`src/rtl/drlp_master_layer_sequencer_if.sv`:
```
// Command and DRLP-array signal bundle for the master layer sequencer.
// The master modport is the sequencer's view. The slave modport is the view of the processor and the array.
interface drlp_master_layer_sequencer_if #(
  parameter int imem_addr_width_p = 13,
  parameter int num_pe_p          = 16
);
  logic                         cmd_v_i;
  logic                         cmd_ready_o;
  logic [imem_addr_width_p-1:0] cmd_base_addr_i;
  logic [imem_addr_width_p-1:0] cmd_len_i;
  logic [num_pe_p-1:0]          cmd_pe_mask_i;
  logic                         cmd_dw_i;
  logic                         all_pe_ready_i;
  logic                         all_slave_done_i;
  logic [num_pe_p-1:0]          pe_data_v_o;
  logic [imem_addr_width_p-1:0] imem_r_addr_o;
  logic                         sld_o;
  logic                         dw_wgt_start_o;
  logic                         busy_o;
  logic                         done_o;
  logic                         error_o;

  modport master (
    input  cmd_v_i, cmd_base_addr_i, cmd_len_i, cmd_pe_mask_i, cmd_dw_i,
           all_pe_ready_i, all_slave_done_i,
    output cmd_ready_o, pe_data_v_o, imem_r_addr_o, sld_o, dw_wgt_start_o,
           busy_o, done_o, error_o
  );

  modport slave (
    output cmd_v_i, cmd_base_addr_i, cmd_len_i, cmd_pe_mask_i, cmd_dw_i,
           all_pe_ready_i, all_slave_done_i,
    input  cmd_ready_o, pe_data_v_o, imem_r_addr_o, sld_o, dw_wgt_start_o,
           busy_o, done_o, error_o
  );
endinterface

```
`src/rtl/drlp_master_layer_sequencer.sv`:
```
// Sequences one DRLP layer pass: optional weight-start pulse, row streaming, drain, then a done pulse.
// Define DRLP_SEQ_TIMEOUT_EN to add a drain timeout that drives error_o.
module drlp_master_layer_sequencer #(
  parameter int imem_addr_width_p = 13,
  parameter int num_pe_p          = 16,
  parameter int timeout_p         = 1024
) (
  input logic clk_i,
  input logic reset_i,
  drlp_master_layer_sequencer_if.master bus
);

  typedef enum logic [2:0] {IDLE, WGT, STREAM, DRAIN, DONE} state_e;

  state_e                       state;
  logic [imem_addr_width_p-1:0] addr_r;
  logic [imem_addr_width_p-1:0] rem_r;
  logic [num_pe_p-1:0]          mask_r;
  logic                         error_r;

`ifdef DRLP_SEQ_TIMEOUT_EN
  localparam int cnt_w = (timeout_p > 2) ? $clog2(timeout_p) : 1;
  localparam logic [cnt_w-1:0] cnt_last = cnt_w'(timeout_p - 1);
  logic [cnt_w-1:0] drain_cnt;
`else
  localparam int unused_timeout = timeout_p;
`endif

  always_ff @(posedge clk_i) begin
    if (reset_i) begin
      state   <= IDLE;
      addr_r  <= '0;
      rem_r   <= '0;
      mask_r  <= '0;
      error_r <= 1'b0;
`ifdef DRLP_SEQ_TIMEOUT_EN
      drain_cnt <= '0;
`endif
    end else begin
      case (state)
        IDLE: begin
          if (bus.cmd_v_i) begin
            addr_r  <= bus.cmd_base_addr_i;
            rem_r   <= bus.cmd_len_i;
            mask_r  <= bus.cmd_pe_mask_i;
            error_r <= 1'b0;
            if (bus.cmd_len_i == '0)
              state <= DONE;
            else if (bus.cmd_dw_i)
              state <= WGT;
            else
              state <= STREAM;
          end
        end
        WGT: state <= STREAM;
        STREAM: begin
          if (bus.all_pe_ready_i) begin
            addr_r <= addr_r + 1'b1;
            rem_r  <= rem_r - 1'b1;
            if (rem_r == imem_addr_width_p'(1)) begin
              state <= DRAIN;
`ifdef DRLP_SEQ_TIMEOUT_EN
              drain_cnt <= '0;
`endif
            end
          end
        end
        DRAIN: begin
          // A slave-done on the last counted cycle wins over the timeout.
          if (bus.all_slave_done_i)
            state <= DONE;
`ifdef DRLP_SEQ_TIMEOUT_EN
          else if (drain_cnt == cnt_last) begin
            state   <= DONE;
            error_r <= 1'b1;
          end else
            drain_cnt <= drain_cnt + 1'b1;
`endif
        end
        DONE:    state <= IDLE;
        default: state <= IDLE;
      endcase
    end
  end

  // Only the lane valids and last-row marker see all_pe_ready_i combinationally.
  assign bus.pe_data_v_o    = (state == STREAM && bus.all_pe_ready_i) ? mask_r : '0;
  assign bus.sld_o          = (state == STREAM) && bus.all_pe_ready_i &&
                              (rem_r == imem_addr_width_p'(1));
  assign bus.imem_r_addr_o  = addr_r;
  assign bus.cmd_ready_o    = (state == IDLE);
  assign bus.busy_o         = (state != IDLE);
  assign bus.dw_wgt_start_o = (state == WGT);
  assign bus.done_o         = (state == DONE);
  assign bus.error_o        = error_r;

endmodule

```
`src/flat_wrapper.sv`:
```
// flat-port wrapper written by rule: the top's interface ports become plain ports
module drlp_master_layer_sequencer_flat 
#(
  parameter int imem_addr_width_p = 13,
  parameter int num_pe_p          = 16,
  parameter int timeout_p         = 1024
)
  (clk_i, reset_i, bus_cmd_v_i, bus_cmd_base_addr_i, bus_cmd_len_i, bus_cmd_pe_mask_i, bus_cmd_dw_i, bus_all_pe_ready_i, bus_all_slave_done_i, bus_cmd_ready_o, bus_pe_data_v_o, bus_imem_r_addr_o, bus_sld_o, bus_dw_wgt_start_o, bus_busy_o, bus_done_o, bus_error_o);
  drlp_master_layer_sequencer_if #(.imem_addr_width_p(imem_addr_width_p), .num_pe_p(num_pe_p)) bus_i ();
  input logic clk_i;
  input logic reset_i;
  input wire logic [$bits(bus_i.cmd_v_i)-1:0] bus_cmd_v_i;
  input wire logic [$bits(bus_i.cmd_base_addr_i)-1:0] bus_cmd_base_addr_i;
  input wire logic [$bits(bus_i.cmd_len_i)-1:0] bus_cmd_len_i;
  input wire logic [$bits(bus_i.cmd_pe_mask_i)-1:0] bus_cmd_pe_mask_i;
  input wire logic [$bits(bus_i.cmd_dw_i)-1:0] bus_cmd_dw_i;
  input wire logic [$bits(bus_i.all_pe_ready_i)-1:0] bus_all_pe_ready_i;
  input wire logic [$bits(bus_i.all_slave_done_i)-1:0] bus_all_slave_done_i;
  output wire logic [$bits(bus_i.cmd_ready_o)-1:0] bus_cmd_ready_o;
  output wire logic [$bits(bus_i.pe_data_v_o)-1:0] bus_pe_data_v_o;
  output wire logic [$bits(bus_i.imem_r_addr_o)-1:0] bus_imem_r_addr_o;
  output wire logic [$bits(bus_i.sld_o)-1:0] bus_sld_o;
  output wire logic [$bits(bus_i.dw_wgt_start_o)-1:0] bus_dw_wgt_start_o;
  output wire logic [$bits(bus_i.busy_o)-1:0] bus_busy_o;
  output wire logic [$bits(bus_i.done_o)-1:0] bus_done_o;
  output wire logic [$bits(bus_i.error_o)-1:0] bus_error_o;
  assign bus_i.cmd_v_i = bus_cmd_v_i;
  assign bus_i.cmd_base_addr_i = bus_cmd_base_addr_i;
  assign bus_i.cmd_len_i = bus_cmd_len_i;
  assign bus_i.cmd_pe_mask_i = bus_cmd_pe_mask_i;
  assign bus_i.cmd_dw_i = bus_cmd_dw_i;
  assign bus_i.all_pe_ready_i = bus_all_pe_ready_i;
  assign bus_i.all_slave_done_i = bus_all_slave_done_i;
  assign bus_cmd_ready_o = bus_i.cmd_ready_o;
  assign bus_pe_data_v_o = bus_i.pe_data_v_o;
  assign bus_imem_r_addr_o = bus_i.imem_r_addr_o;
  assign bus_sld_o = bus_i.sld_o;
  assign bus_dw_wgt_start_o = bus_i.dw_wgt_start_o;
  assign bus_busy_o = bus_i.busy_o;
  assign bus_done_o = bus_i.done_o;
  assign bus_error_o = bus_i.error_o;
  drlp_master_layer_sequencer #(.imem_addr_width_p(imem_addr_width_p), .num_pe_p(num_pe_p), .timeout_p(timeout_p)) u_core (.clk_i(clk_i), .reset_i(reset_i), .bus(bus_i));
endmodule
```
`config.mk`:
```
export PLATFORM = sky130hd
export DESIGN_NAME = drlp_master_layer_sequencer_flat
export DESIGN_NICKNAME = d
export VERILOG_FILES = /design/src/rtl/drlp_master_layer_sequencer_if.sv /design/src/rtl/drlp_master_layer_sequencer.sv /design/src/flat_wrapper.sv
export SDC_FILE = /design/constraint.sdc
export NUM_CORES = 1
export LEC_CHECK = 0
export ABC_AREA = 1
export BUFFER_PORTS_ARGS = -buffer_cell sky130_fd_sc_hd__buf_4
export CAP_MARGIN = 20
export CORE_ASPECT_RATIO = 1.4
export CORE_MARGIN = 5
export CORE_UTILIZATION = 45
export DETAILED_ROUTE_END_ITERATION = 8
export PLACE_DENSITY = 0.85
export SYNTH_ARGS = -nofsm -noshare
export SYNTH_HDL_FRONTEND = slang
export SYNTH_SLANG_ARGS = --single-unit
```
`constraint.sdc`:
```
create_clock -name clk_i -period 1.3 [get_ports clk_i]
set_input_delay 0.195 -clock clk_i [delete_from_list [all_inputs] [get_ports clk_i]]
set_output_delay 0.195 -clock clk_i [all_outputs]
set_load 0.02 [all_outputs]
```
* Yosys cells after proc, flatten, opt, wreduce, memory -nomap -nowiden
Index checks and enable logic that the tools add are counted.
** Word-level totals
- Register bits after elaboration :: 45
- Input port bits :: 48
- Output and inout port bits :: 35
- Logic and storage cells :: 38
** Cells by class
- Add/subtract/negate cells :: 2
- Equal/unequal tests :: 9
- Mux-type cells :: 14
- Reduce and logical (&&, ||, !) cells :: 9
** Operators with widths (count)
- $mux W13 :: 4
- $pmux W13 S2 :: 2
- $mux W16 :: 1
- $mux W3 :: 5
- $add A13 B1 Y13 const B :: 1
- $eq A13 B1 Y1 const B :: 1
- $logic_not A13 Y1 :: 1
- $sub A13 B1 Y13 const B :: 1
- $pmux W3 S4 :: 1
- $eq A3 B2 Y1 const B :: 2
- $ne A2 B2 Y1 const B :: 3
- $reduce_and A4 Y1 :: 1
- $eq A3 B1 Y1 const B :: 1
- $eq A3 B3 Y1 const B :: 1
- $logic_not A3 Y1 :: 1
- $reduce_and A3 Y1 :: 1
- $reduce_bool A3 Y1 :: 1
- $logic_and A1 B1 Y1 :: 2
- $mux W2 :: 1
- $ne A2 B1 Y1 const B :: 1
- $reduce_and A2 Y1 :: 1
- $reduce_bool A2 Y1 :: 1

* Longest topological paths before layout
Gate-level depths: netlist (run 1).
- Depth in word-level cells :: 4
- Gate-level depth with buffers :: 11
- Mapped depth without buffers :: 10

* Least setup slack after synthesis (run 1)
OpenSTA, ideal clock, no wires.
- Path type :: register to register
- Start :: reg u_core.addr_r[0], in the netlist u_core.bus.imem_r_addr_o[0]
- End :: reg u_core.addr_r[8], in the netlist u_core.bus.imem_r_addr_o[8]
- Library setup time :: 0.115 ns
- Arrival time :: 1.334 ns
- Data required time :: 1.185 ns
- Setup slack :: -0.150 ns
- Stages on the path, launching flop included :: 9
- Path buffers :: 0
- Period minus slack after synthesis :: 1.450 ns
- Path through :: dfxtp_1 > ha_1 > nand2_1 > nor2_1 > nand2_1 > nand2_1 > o2111ai_1 > nand2_1 > nor2_1
** On the way
- Cells in the longest elaborated chain, start to end :: 3
** Ends and longest elaborated chain
- start, declared :: RTL line drlp_master_layer_sequencer.sv:16 : logic [imem_addr_width_p-1:0] addr_r;
- start signal, assigned :: RTL line drlp_master_layer_sequencer.sv:43 : addr_r <= bus.cmd_base_addr_i;
- start signal, assigned :: RTL line drlp_master_layer_sequencer.sv:58 : addr_r <= addr_r + 1'b1;
- $add A13 B1 Y13 :: RTL line drlp_master_layer_sequencer.sv:58
- $mux W13 :: RTL line drlp_master_layer_sequencer.sv:57 : if (bus.all_pe_ready_i) begin
- $pmux W13 S2 :: RTL line drlp_master_layer_sequencer.sv:40 : case (state)
No other way between the ends. The select of a mux whose other input is x is not followed.
A chain may end at the register's enable or synchronous reset.

* Worst setup path in the final report (run 1)
- Start :: reg u_core.state[0]
- End :: out bus_pe_data_v_o[4]
** On the way
- Cells in the longest elaborated chain, start to end :: 3
** Ends and longest elaborated chain
- start, declared :: RTL line drlp_master_layer_sequencer.sv:15 : state_e state;
- start signal, assigned :: RTL line drlp_master_layer_sequencer.sv:31 : state <= IDLE;
- start signal, assigned :: RTL line drlp_master_layer_sequencer.sv:48 : state <= DONE;
- start signal, assigned :: RTL line drlp_master_layer_sequencer.sv:50 : state <= WGT;
- $eq A3 B2 Y1 :: RTL line drlp_master_layer_sequencer.sv:87 : assign bus.pe_data_v_o = (state == STREAM && bus.all_pe_ready_i) ? mask_r : '0;
- $logic_and A1 B1 Y1 :: RTL line drlp_master_layer_sequencer.sv:87
- $mux W16 :: RTL line drlp_master_layer_sequencer.sv:87
- end, declared :: RTL line flat_wrapper.sv:20 : output wire logic [$bits(bus_i.pe_data_v_o)-1:0] bus_pe_data_v_o;
No other way between the ends.

==> impl_metrics.env, run 1 <==
export IMPL_fmax_mhz=610
export IMPL_cts_root_buf="clkbuf_8"
export IMPL_ff2ff_path_depth=11
export IMPL_layout_drive_gt1_share=0.440
export IMPL_core_area_um2=5820
export IMPL_yosys_warnings=0
export IMPL_routed_via_density=5.64
export IMPL_ir_worst_vdd_uv=1490
export IMPL_max_stage_delay_ns=0.35
export IMPL_mostFrequentLayoutCells="nand2_1 (96), buf_4 (95), inv_1 (45), dfxtp_1 (38), a21oi_1 (32)"
export IMPL_routed_wl_um=10700
export IMPL_overflow=0
export IMPL_path_clk_slew_ns=0.10
export IMPL_rsz0062_at_grt="true"
export IMPL_topRoutingLayerUsed="met4"
export IMPL_cpMostUsedCell="nor2_4"
export IMPL_drt_pass1_iterations=5
export IMPL_place_area_um2=3630
export IMPL_cp_end_kind="primary output"
export IMPL_p_switching_w=0.00461
export IMPL_antenna_found_initial=0
export IMPL_crit_type="reg2out"
export IMPL_worstPathRequired_ns=1.11
export IMPL_hold_end="u_core.mask_r[2]$_SDFFE_PP0P_"
export IMPL_ctsHoldBuffers=0
export IMPL_route_met2_wl_um=5740
export IMPL_pwr_share_clk=0.109
export IMPL_drv_cap=0
export IMPL_die_height_um=101
export IMPL_cts_tree="built"
export IMPL_fp_dieW_um=75.2
export IMPL_timing_max_slew_rel_slack=0.661
export IMPL_clkSinkCount=45
export IMPL_critPathArrivalTime_ns=1.44
export IMPL_async_flop_share=0
export IMPL_hold_start="bus_cmd_pe_mask_i[2]"
export IMPL_violations="negative setup slack"
export IMPL_critPathMaxFanout=8
export IMPL_dp_hpwl_um=5690
export IMPL_syn_mean_instance_area_um2=6.31
export IMPL_ys_seq_elements=45
export IMPL_fin_ws_ns=-0.340
export IMPL_critical_path_slowest_cell="dfxtp_2"
export IMPL_finalCoreUtilization=0.790
export IMPL_syn_cell_area_um2=2680
export IMPL_synth_edff_count=0
export IMPL_ant_nets=0
export IMPL_power_density_nw_per_um2=2220
export IMPL_io_pins=83
export IMPL_synth_cell_types=34
export IMPL_synthFlopType="dfxtp_1"
export IMPL_timing_final_crit_share=1.26
export IMPL_wl_met3_um=759
export IMPL_r2r_end="u_core.bus.imem_r_addr_o[5]$_SDFFE_PP0P_"
export IMPL_grt_use_total=0.279
export IMPL_grt_pass1_wl_um=16500
export IMPL_fin_setup_tns_ns=-14.72
export IMPL_crit_reg2reg_launch="u_core.state[0]$_SDFFE_PP0P_"
export IMPL_sequentialPowerShare=0.213
export IMPL_hold_class="in2reg"
export IMPL_rows=33
export IMPL_finalSetupViolCount=66
export IMPL_finalNetCount=602
export IMPL_fin_crit_ns=1.64
export IMPL_die_area_um2=7610
export IMPL_htreeDepth=2
export IMPL_holdPathStages=3
export IMPL_pre_cts_ws_ns=-0.114
export IMPL_grt_max_degree=31
export IMPL_p_int_w=0.00560
export IMPL_finalMaxSlewViolations=0
export IMPL_cts_buffers=5
export IMPL_comb_power_share=0.678
export IMPL_final_common_cell="nand2_1"
export IMPL_synth_seq_area_share=0.337
export IMPL_syn_to_final_growth_pct=71.9
export IMPL_wl_met1_um=3750
export IMPL_clock_latency_ns=0.31
export IMPL_status="finished with violations"
export IMPL_grt_pass1_vias=3600
export IMPL_port_buffers=81
export IMPL_cp_start_kind="flip-flop"
export IMPL_wire_per_inst_um=17.2
export IMPL_leakage_nw=2.00
export IMPL_synthCells=424
export IMPL_path_cells="nor2_4 > nand2_2 > inv_4 > nand2_8 > buf_16 > nor2_4 > buf_6"
export IMPL_initialDrtViolationCount=372
export IMPL_sw_frac_of_total=0.451
export IMPL_tightest_slew_ns=0.508
export IMPL_fin_area_um2=4600
export IMPL_synth_nets=475
export IMPL_gp_congestion=0.869
export IMPL_hold_viol=0
export IMPL_cts_max_path_buffers=2
export IMPL_drc_errors=0
export IMPL_antennaDiodeCount=0
export IMPL_vias=3506
export IMPL_start_util=0.459
export IMPL_finClkSkew_ns=0.0109
export IMPL_r2r_slack_ns=-0.30
-- critical path, delay by kind of cell (launching register included) --
kind | cells | cell delay, ns
AND/OR/NAND/NOR | 4 | 0.40
flip-flops | 1 | 0.35
buffers and inverters | 3 | 0.37
-- through the flow --
stage | power (W) | std cells | hold WS, ns
finish | 0.0102 | 622 | 0.140
global route | 0.0108 | 622 | 0.143
CTS | 0.00955 | 622 | 0.139
detailed placement | 0.00673 | 594 | 0.441
global placement | 0.00661 | 594 | 0.441
floorplan | 0.00502 | 424 | 0.257
-- layer usage --
layer | GRT usage | up-vias
li1 | - | 1620
met2 | 0.498 | 199
met5 | 0 | -
met1 | 0.308 | 1632
met4 | 0.135 | 0
met3 | 0.0556 | 55
-- repair_timing --
action                     in CTS  in global routing
cloned                          7                  0
setup endpoints to repair      50                 66
resized for setup             133                 33
setup buffers                  14                  0
pin swaps                      17                 12
-- cells by family (layout without fill, tap and decap cells) --
| family | Yosys count | in the layout | synth area share |
|---|---|---|---|
| and+or+nand+nor | 196 | 197 | 0.315 |
| buffers and inverters | 75 | 202 | 0.123 |
| AOI/OAI and AO/OA | 102 | 102 | 0.203 |
| xor gates and xnor gates | 2 | 2 | 0.00655 |
| other | 1 | 1 | 0.00140 |
| adders and majority gates | 3 | 3 | 0.0140 |
| DFF | 45 | 45 | 0.337 |
-- state kept, by name, summed over array words and instances (netlist names) --
name / flops
u_core.bus.imem_r_addr_o: 13
u_core.mask_r: 16
u_core.state: 3
u_core.rem_r: 13
-- cell type report --
| cell class | instances | area, um2 |
|---|---|---|
| clock buffer | 5 | 68.8 |
| clock inverter | 3 | 46.3 |
| fill | 315 | 1220 |
| inverter | 55 | 226 |
| multi-input combinational | 305 | 1860 |
| sequential | 45 | 912 |
| tap | 70 | 87.6 |
| timing repair buffer | 139 | 1400 |
-- worst max-delay path by stage --
| stage | cells after the start | slack, ns | start | to |
|---|---|---|---|---|
| global route | 7 | -0.39 | u_core.state[0]$_SDFFE_PP0P_ | bus_pe_data_v_o[7] |
| floorplan | 6 | -0.10 | u_core.state[0]$_SDFFE_PP0P_ | bus_pe_data_v_o[11] |
| detailed placement | 11 | -0.11 | u_core.state[2]$_SDFFE_PP0P_ | u_core.state[1]$_SDFFE_PP0P_ |
| finish | 7 | -0.34 | u_core.state[0]$_SDFFE_PP0P_ | bus_pe_data_v_o[4] |
| CTS | 7 | -0.29 | u_core.state[2]$_SDFFE_PP0P_ | bus_pe_data_v_o[9] |
| global placement | 11 | -0.05 | u_core.state[0]$_SDFFE_PP0P_ | u_core.state[1]$_SDFFE_PP0P_ |
-- cell usage after synthesis (2+ instances only) --
cell / n / share of area
nand2_1: 101 / 0.14
clkbuf_1: 9 / 0.013
xor2_1: 2 / 0.0065
inv_1: 49 / 0.069
o21ai_1: 12 / 0.022
nand3_1: 22 / 0.041
or2_2: 3 / 0.0070
buf_2: 2 / 0.0037
inv_2: 4 / 0.0056
nor2_1: 50 / 0.070
o21ai_0: 35 / 0.065
clkinv_1: 2 / 0.0028
nor3_1: 8 / 0.015
nand3b_1: 2 / 0.0056
nand2_4: 2 / 0.0084
ha_1: 3 / 0.014
dfxtp_1: 45 / 0.34
a21oi_1: 45 / 0.084
nand4_1: 3 / 0.0070
buf_4: 4 / 0.011
buf_6: 4 / 0.017
o211ai_1: 4 / 0.011
o21ai_2: 2 / 0.0065
-- power by group through the flow --
stage / combinational, W / clock, W / sequential [W]
detailed placement: 0.00460 / 0 / 0.00214
floorplan: 0.00271 / 0 / 0.00231
finish: 0.00692 / 0.00111 / 0.00217
CTS: 0.00631 / 0.00111 / 0.00213
global route: 0.00739 / 0.00118 / 0.00220
global placement: 0.00449 / 0 / 0.00212
Power figures use the tool's default switching activity.
==> inputs of run 2 (changes only) <==
--- a/config.mk
+++ b/config.mk
@@ -12,6 +12,7 @@
 export CORE_MARGIN = 5
 export CORE_UTILIZATION = 45
 export DETAILED_ROUTE_END_ITERATION = 8
+export MAX_ROUTING_LAYER = met4
 export PLACE_DENSITY = 0.85
 export SYNTH_ARGS = -nofsm -noshare
 export SYNTH_HDL_FRONTEND = slang
==> run 2 against run 1 <==
Compared with the run above: non-clock buffer count unchanged; sequential share of layout area unchanged; highest routed layer unchanged; clock power about the same; clock skew about the same; critical path type unchanged; die area unchanged; first-iteration DRC count decreased by 17%; register-to-register slack about the same; core utilization unchanged; the run still ends with negative setup slack left.
==> impl_metrics.env, run 2 (synthesized netlist as in run 1, its figures left out) <==
export IMPL_finalSetupViolCount=66
export IMPL_cts_tree="built"
export IMPL_htreeDepth=2
export IMPL_n_fill_cell=315
export IMPL_crit_start="u_core.state[0]$_SDFFE_PP0P_"
export IMPL_ctsHoldBuffers=0
export IMPL_grtUsageMet3=0.0516
export IMPL_mostFrequentLayoutCells="nand2_1 (96), buf_4 (95), inv_1 (45), dfxtp_1 (38), a21oi_1 (32)"
export IMPL_tightest_slew_ns=0.508
export IMPL_die_height_um=101
export IMPL_hold_class="in2reg"
export IMPL_io_pins=83
export IMPL_pre_cts_ws_ns=-0.114
export IMPL_wire_per_inst_um=17.1
export IMPL_r2r_end="u_core.bus.imem_r_addr_o[5]$_SDFFE_PP0P_"
export IMPL_fin_area_um2=4600
export IMPL_ir_worst_vdd_uv=1490
export IMPL_critPathArrivalTime_ns=1.45
export IMPL_timing_max_slew_rel_slack=0.661
export IMPL_status="finished with violations"
export IMPL_crit_type="reg2out"
export IMPL_ff2ff_path_depth=11
export IMPL_vias=3504
export IMPL_fmax_mhz=607
export IMPL_clkSinkCount=45
export IMPL_overflow=0
export IMPL_holdPathStages=3
export IMPL_fin_ws_ns=-0.346
export IMPL_power_density_nw_per_um2=2210
export IMPL_place_area_um2=3630
export IMPL_fp_dieW_um=75.2
export IMPL_grt_max_degree=31
export IMPL_endpoint="bus_pe_data_v_o[7]"
export IMPL_drt_pass1_iterations=6
export IMPL_antenna_found_initial=0
export IMPL_rsz0062_at_grt="true"
export IMPL_core_area_um2=5820
export IMPL_worstPathRequired_ns=1.11
export IMPL_grt_use_total=0.288
export IMPL_die_area_um2=7610
export IMPL_drc_errors=0
export IMPL_cts_max_path_buffers=2
export IMPL_seqCellArea_um2=912
export IMPL_cp_start_kind="flip-flop"
export IMPL_violations="negative setup slack"
export IMPL_drv_cap=0
export IMPL_cp_end_kind="primary output"
export IMPL_finalMaxSlewViolations=0
export IMPL_layout_drive_gt1_share=0.440
export IMPL_crit_reg2reg_launch="u_core.state[0]$_SDFFE_PP0P_"
export IMPL_cts_buffers=5
export IMPL_multi_input_area_um2=1860
export IMPL_syn_to_final_growth_pct=71.9
export IMPL_largest_register_ffs=16
export IMPL_grt_pass1_wl_um=16500
export IMPL_clock_latency_ns=0.31
export IMPL_dp_cells=594
export IMPL_finClkSkew_ns=0.0105
export IMPL_hold_viol=0
export IMPL_regMostFlops="u_core.mask_r"
export IMPL_final_common_cell="nand2_1"
export IMPL_cts_root_buf="clkbuf_8"
export IMPL_timing_final_crit_share=1.27
export IMPL_grt_pass1_vias=3597
export IMPL_path_clk_slew_ns=0.10
export IMPL_gp_congestion=0.884
export IMPL_busiest_layer="met2"
export IMPL_critPathMaxFanout=8
export IMPL_use_met1=0.310
export IMPL_ant_nets=0
export IMPL_r2r_slack_ns=-0.31
export IMPL_rows=33
export IMPL_leakage_nw=2.00
export IMPL_routed_via_density=5.63
export IMPL_fin_crit_ns=1.65
export IMPL_dp_hpwl_um=5690
export IMPL_port_buffers=81
export IMPL_antennaDiodeCount=0
export IMPL_finalNetCount=602
export IMPL_finalPower_w=0.0102
export IMPL_start_util=0.459
export IMPL_use_met2=0.499
export IMPL_initialDrtViolationCount=309
export IMPL_final_cells=622
export IMPL_routed_wl_um=10600
[run 2: cell counts in the layout (fill, tap and decap cells not counted)]
No cell type changed its count.
[run 2: report_power, final]
group | switching [W] | internal [W] | total (W)
combinational | 0.00370 | 0.00319 | 0.00689
sequential | 0.000339 | 0.00183 | 0.00217
clock | 0.000543 | 0.000576 | 0.00112
total | 0.00459 | 0.00560 | 0.0102
[run 2: what timing repair did]
item,4_1_cts,5_1_grt
endpoints found under the setup margin,50,66
pin swaps,17,12
gates resized for setup,133,33
gates cloned,7,0
buffers inserted,14,0
[run 2: cell type report]
| cell class | instances | share of cell area |
|---|---|---|
| multi-input cells | 305 | 0.404 |
| repair buffers | 139 | 0.304 |
| flip-flops and latches | 45 | 0.198 |
| inverters | 55 | 0.0492 |
| well taps | 70 | 0.0190 |
| clock buffers | 5 | 0.0150 |
| clock inverters | 3 | 0.0101 |
[run 2: stage by stage]
step / utilization / TNS, ns / hold WS (ns)
final: 0.790 / -14.82 / 0.140
after global routing: 0.790 / -18.42 / 0.143
after CTS: 0.767 / -11.55 / 0.139
after detailed placement: 0.623 / -2.19 / 0.441
after global placement: 0.623 / -0.589 / 0.441
after floorplan: - / -1.08 / 0.257
[run 2: worst min-delay path by stage]
stage	start	endpoint	slack [ns]
detailed placement	u_core.mask_r[13]$_SDFFE_PP0P_	u_core.mask_r[13]$_SDFFE_PP0P_	0.44
global route	bus_cmd_pe_mask_i[2]	u_core.mask_r[2]$_SDFFE_PP0P_	0.14
global placement	u_core.mask_r[0]$_SDFFE_PP0P_	u_core.mask_r[0]$_SDFFE_PP0P_	0.44
finish	bus_cmd_pe_mask_i[2]	u_core.mask_r[2]$_SDFFE_PP0P_	0.14
floorplan	reset_i	u_core.state[0]$_SDFFE_PP0P_	0.26
CTS	bus_cmd_pe_mask_i[13]	u_core.mask_r[13]$_SDFFE_PP0P_	0.14
[run 2: critical path, stage by stage (launching register included)]
cell,delay [ns]
dfxtp_2,0.35
nor2_4,0.13
nand2_2,0.09
inv_4,0.09
nand2_8,0.08
buf_16,0.16
nor2_4,0.10
buf_6,0.12
[run 2: layer usage]
layer	share of wire	routed length (um)	vias to the layer above
met2	0.53	5640	204
met4	0.045	478	0
li1	-	-	1615
met5	0	0	-
met1	0.36	3780	1625
met3	0.069	734	60
==> inputs of run 3 (changes only) <==
--- a/config.mk
+++ b/config.mk
@@ -8,12 +8,14 @@
 export ABC_AREA = 1
 export BUFFER_PORTS_ARGS = -buffer_cell sky130_fd_sc_hd__buf_4
 export CAP_MARGIN = 20
+export CELL_PAD_IN_SITES_DETAIL_PLACEMENT = 1
+export CELL_PAD_IN_SITES_GLOBAL_PLACEMENT = 1
 export CORE_ASPECT_RATIO = 1.4
 export CORE_MARGIN = 5
-export CORE_UTILIZATION = 45
+export CORE_UTILIZATION = 31
 export DETAILED_ROUTE_END_ITERATION = 8
 export MAX_ROUTING_LAYER = met4
-export PLACE_DENSITY = 0.85
+export PLACE_DENSITY = 0.86
 export SYNTH_ARGS = -nofsm -noshare
 export SYNTH_HDL_FRONTEND = slang
 export SYNTH_SLANG_ARGS = --single-unit
==> run 3 against run 2 <==
Compared with the run above: the flow still finishes with violations (negative setup slack); cell count rose by 5.3%; global-route usage decreased by 4.7 points; die area is 40% higher; register-to-register slack gained 0.02 ns; highest routed layer unchanged.
==> impl_metrics.env, run 3 (synthesized netlist as in run 1, its figures left out) <==
export IMPL_cts_root_buf="clkbuf_16"
export IMPL_rsz0062_at_grt="true"
export IMPL_clkSinkCount=45
export IMPL_multi_input_area_um2=1780
export IMPL_dp_hpwl_um=7290
export IMPL_start_util=0.314
export IMPL_routed_wl_um=12400
export IMPL_die_area_um2=10600
export IMPL_port_buffers=81
export IMPL_finalNetCount=600
export IMPL_cp_end_kind="primary output"
export IMPL_regMostFlops="u_core.mask_r"
export IMPL_r2r_slack_ns=-0.29
export IMPL_critPathArrivalTime_ns=1.44
export IMPL_gp_congestion=0.809
export IMPL_hold_class="in2reg"
export IMPL_crit_type="reg2out"
export IMPL_rows=40
export IMPL_grt_max_degree=33
export IMPL_drt_pass1_iterations=4
export IMPL_seqCellArea_um2=912
export IMPL_grt_use_total=0.240
export IMPL_holdPathStages=3
export IMPL_hold_viol=0
export IMPL_path_clk_slew_ns=0.07
export IMPL_ctsHoldBuffers=0
export IMPL_htreeDepth=2
export IMPL_largest_register_ffs=16
export IMPL_io_pins=83
export IMPL_finalMaxSlewViolations=0
export IMPL_n_fill_cell=1065
export IMPL_timing_final_crit_share=1.26
export IMPL_ff2ff_path_depth=12
export IMPL_core_area_um2=8510
export IMPL_cts_max_path_buffers=2
export IMPL_finalSetupViolCount=66
export IMPL_finClkSkew_ns=0.00259
export IMPL_leakage_nw=2.00
export IMPL_fin_crit_ns=1.63
export IMPL_violations="negative setup slack"
export IMPL_topRoutingLayerUsed="met4"
export IMPL_fmax_mhz=612
export IMPL_wire_per_inst_um=19.0
export IMPL_fin_setup_tns_ns=-14.01
export IMPL_ant_nets=0
export IMPL_status="finished with violations"
export IMPL_power_density_nw_per_um2=2350
export IMPL_antennaDiodeCount=0
export IMPL_drv_cap=0
export IMPL_worstPathRequired_ns=1.11
export IMPL_route_met2_wl_um=7010
export IMPL_routed_via_density=5.33
export IMPL_grt_pass1_vias=3902
export IMPL_cts_tree="built"
export IMPL_layout_drive_gt1_share=0.427
export IMPL_mostFrequentLayoutCells="nand2_1 (96), buf_4 (94), inv_1 (46), a21oi_1 (39), dfxtp_1 (38)"
export IMPL_critPathMaxFanout=8
export IMPL_initialDrtViolationCount=161
export IMPL_overflow=0
export IMPL_fin_ws_ns=-0.334
export IMPL_clock_latency_ns=0.29
export IMPL_finalCoreUtilization=0.539
export IMPL_drc_errors=0
export IMPL_grt_pass1_wl_um=19400
export IMPL_final_common_cell="nand2_1"
export IMPL_antenna_found_initial=0
export IMPL_fp_dieW_um=88.5
export IMPL_cp_start_kind="flip-flop"
export IMPL_cts_buffers=5
export IMPL_die_height_um=120
export IMPL_ir_worst_vdd_uv=943
export IMPL_wl_met1_um=4320
export IMPL_wl_met3_um=577
export IMPL_syn_to_final_growth_pct=71.6
export IMPL_vias=3493
[run 3: changes by cell type in the layout (fill, tap and decap cells not counted), sizes merged]
cell,change
clkbuf,+2
bufinv,+1
buf,-2
clkinvlp,-1
bufbuf,-2
[run 3: final timing paths]
check | start | to
max reg2reg | u_core.state[0]$_SDFFE_PP0P_ | u_core.state[1]$_SDFFE_PP0P_
min | bus_cmd_pe_mask_i[7] | u_core.mask_r[7]$_SDFFE_PP0P_
min reg2reg | u_core.mask_r[3]$_SDFFE_PP0P_ | u_core.mask_r[3]$_SDFFE_PP0P_
max | u_core.state[0]$_SDFFE_PP0P_ | bus_pe_data_v_o[4]
[run 3: metal layers]
metal  track usage  vias up
met3        0.0419       47
li1              -     1616
met2         0.444      119
met5             -        -
met1         0.239     1711
met4         0.107        0
[run 3: metrics by stage]
step           hold slack [ns]  std cells  power [W]  cell area [um2]  worst slack [ns]
2_1_floorplan            0.257        424    0.00502             2710            -0.101
5_1_grt                  0.166        655     0.0114             4590            -0.385
3_3_place_gp             0.439        628    0.00672             3660           -0.0528
6_report                 0.166        655     0.0108             4590            -0.334
4_1_cts                  0.167        651     0.0101             4420            -0.283
3_5_place_dp             0.446        628    0.00696             3660            -0.147
[run 3: layout make-up]
cell class | instances | area share
multi-input cells | 305 | 0.388
repair buffers | 137 | 0.296
flip-flops and latches | 45 | 0.199
inverters | 55 | 0.0477
well taps | 105 | 0.0286
clock buffers | 5 | 0.0273
clock inverters | 3 | 0.0142
[run 3: critical path, stage by stage, from the launching register on]
cell	delay (ns)
dfxtp_2	0.35
nor2_4	0.12
nand2_2	0.09
inv_4	0.10
nand2_8	0.08
buf_16	0.16
nor2_2	0.11
buf_6	0.13
[run 3: repair_timing]
item	CTS	global route
setup buffers	10	2
resized for setup	117	32
pin swaps	15	10
cloned	5	2
endpoints found under the setup margin	59	66
[run 3: power by group]
group / internal [W] / switching [W] / total (W)
Combinational: 0.00302 / 0.00386 / 0.00688
Clock: 0.00110 / 0.000585 / 0.00168
Sequential: 0.00183 / 0.000379 / 0.00221
Total: 0.00596 / 0.00482 / 0.0108
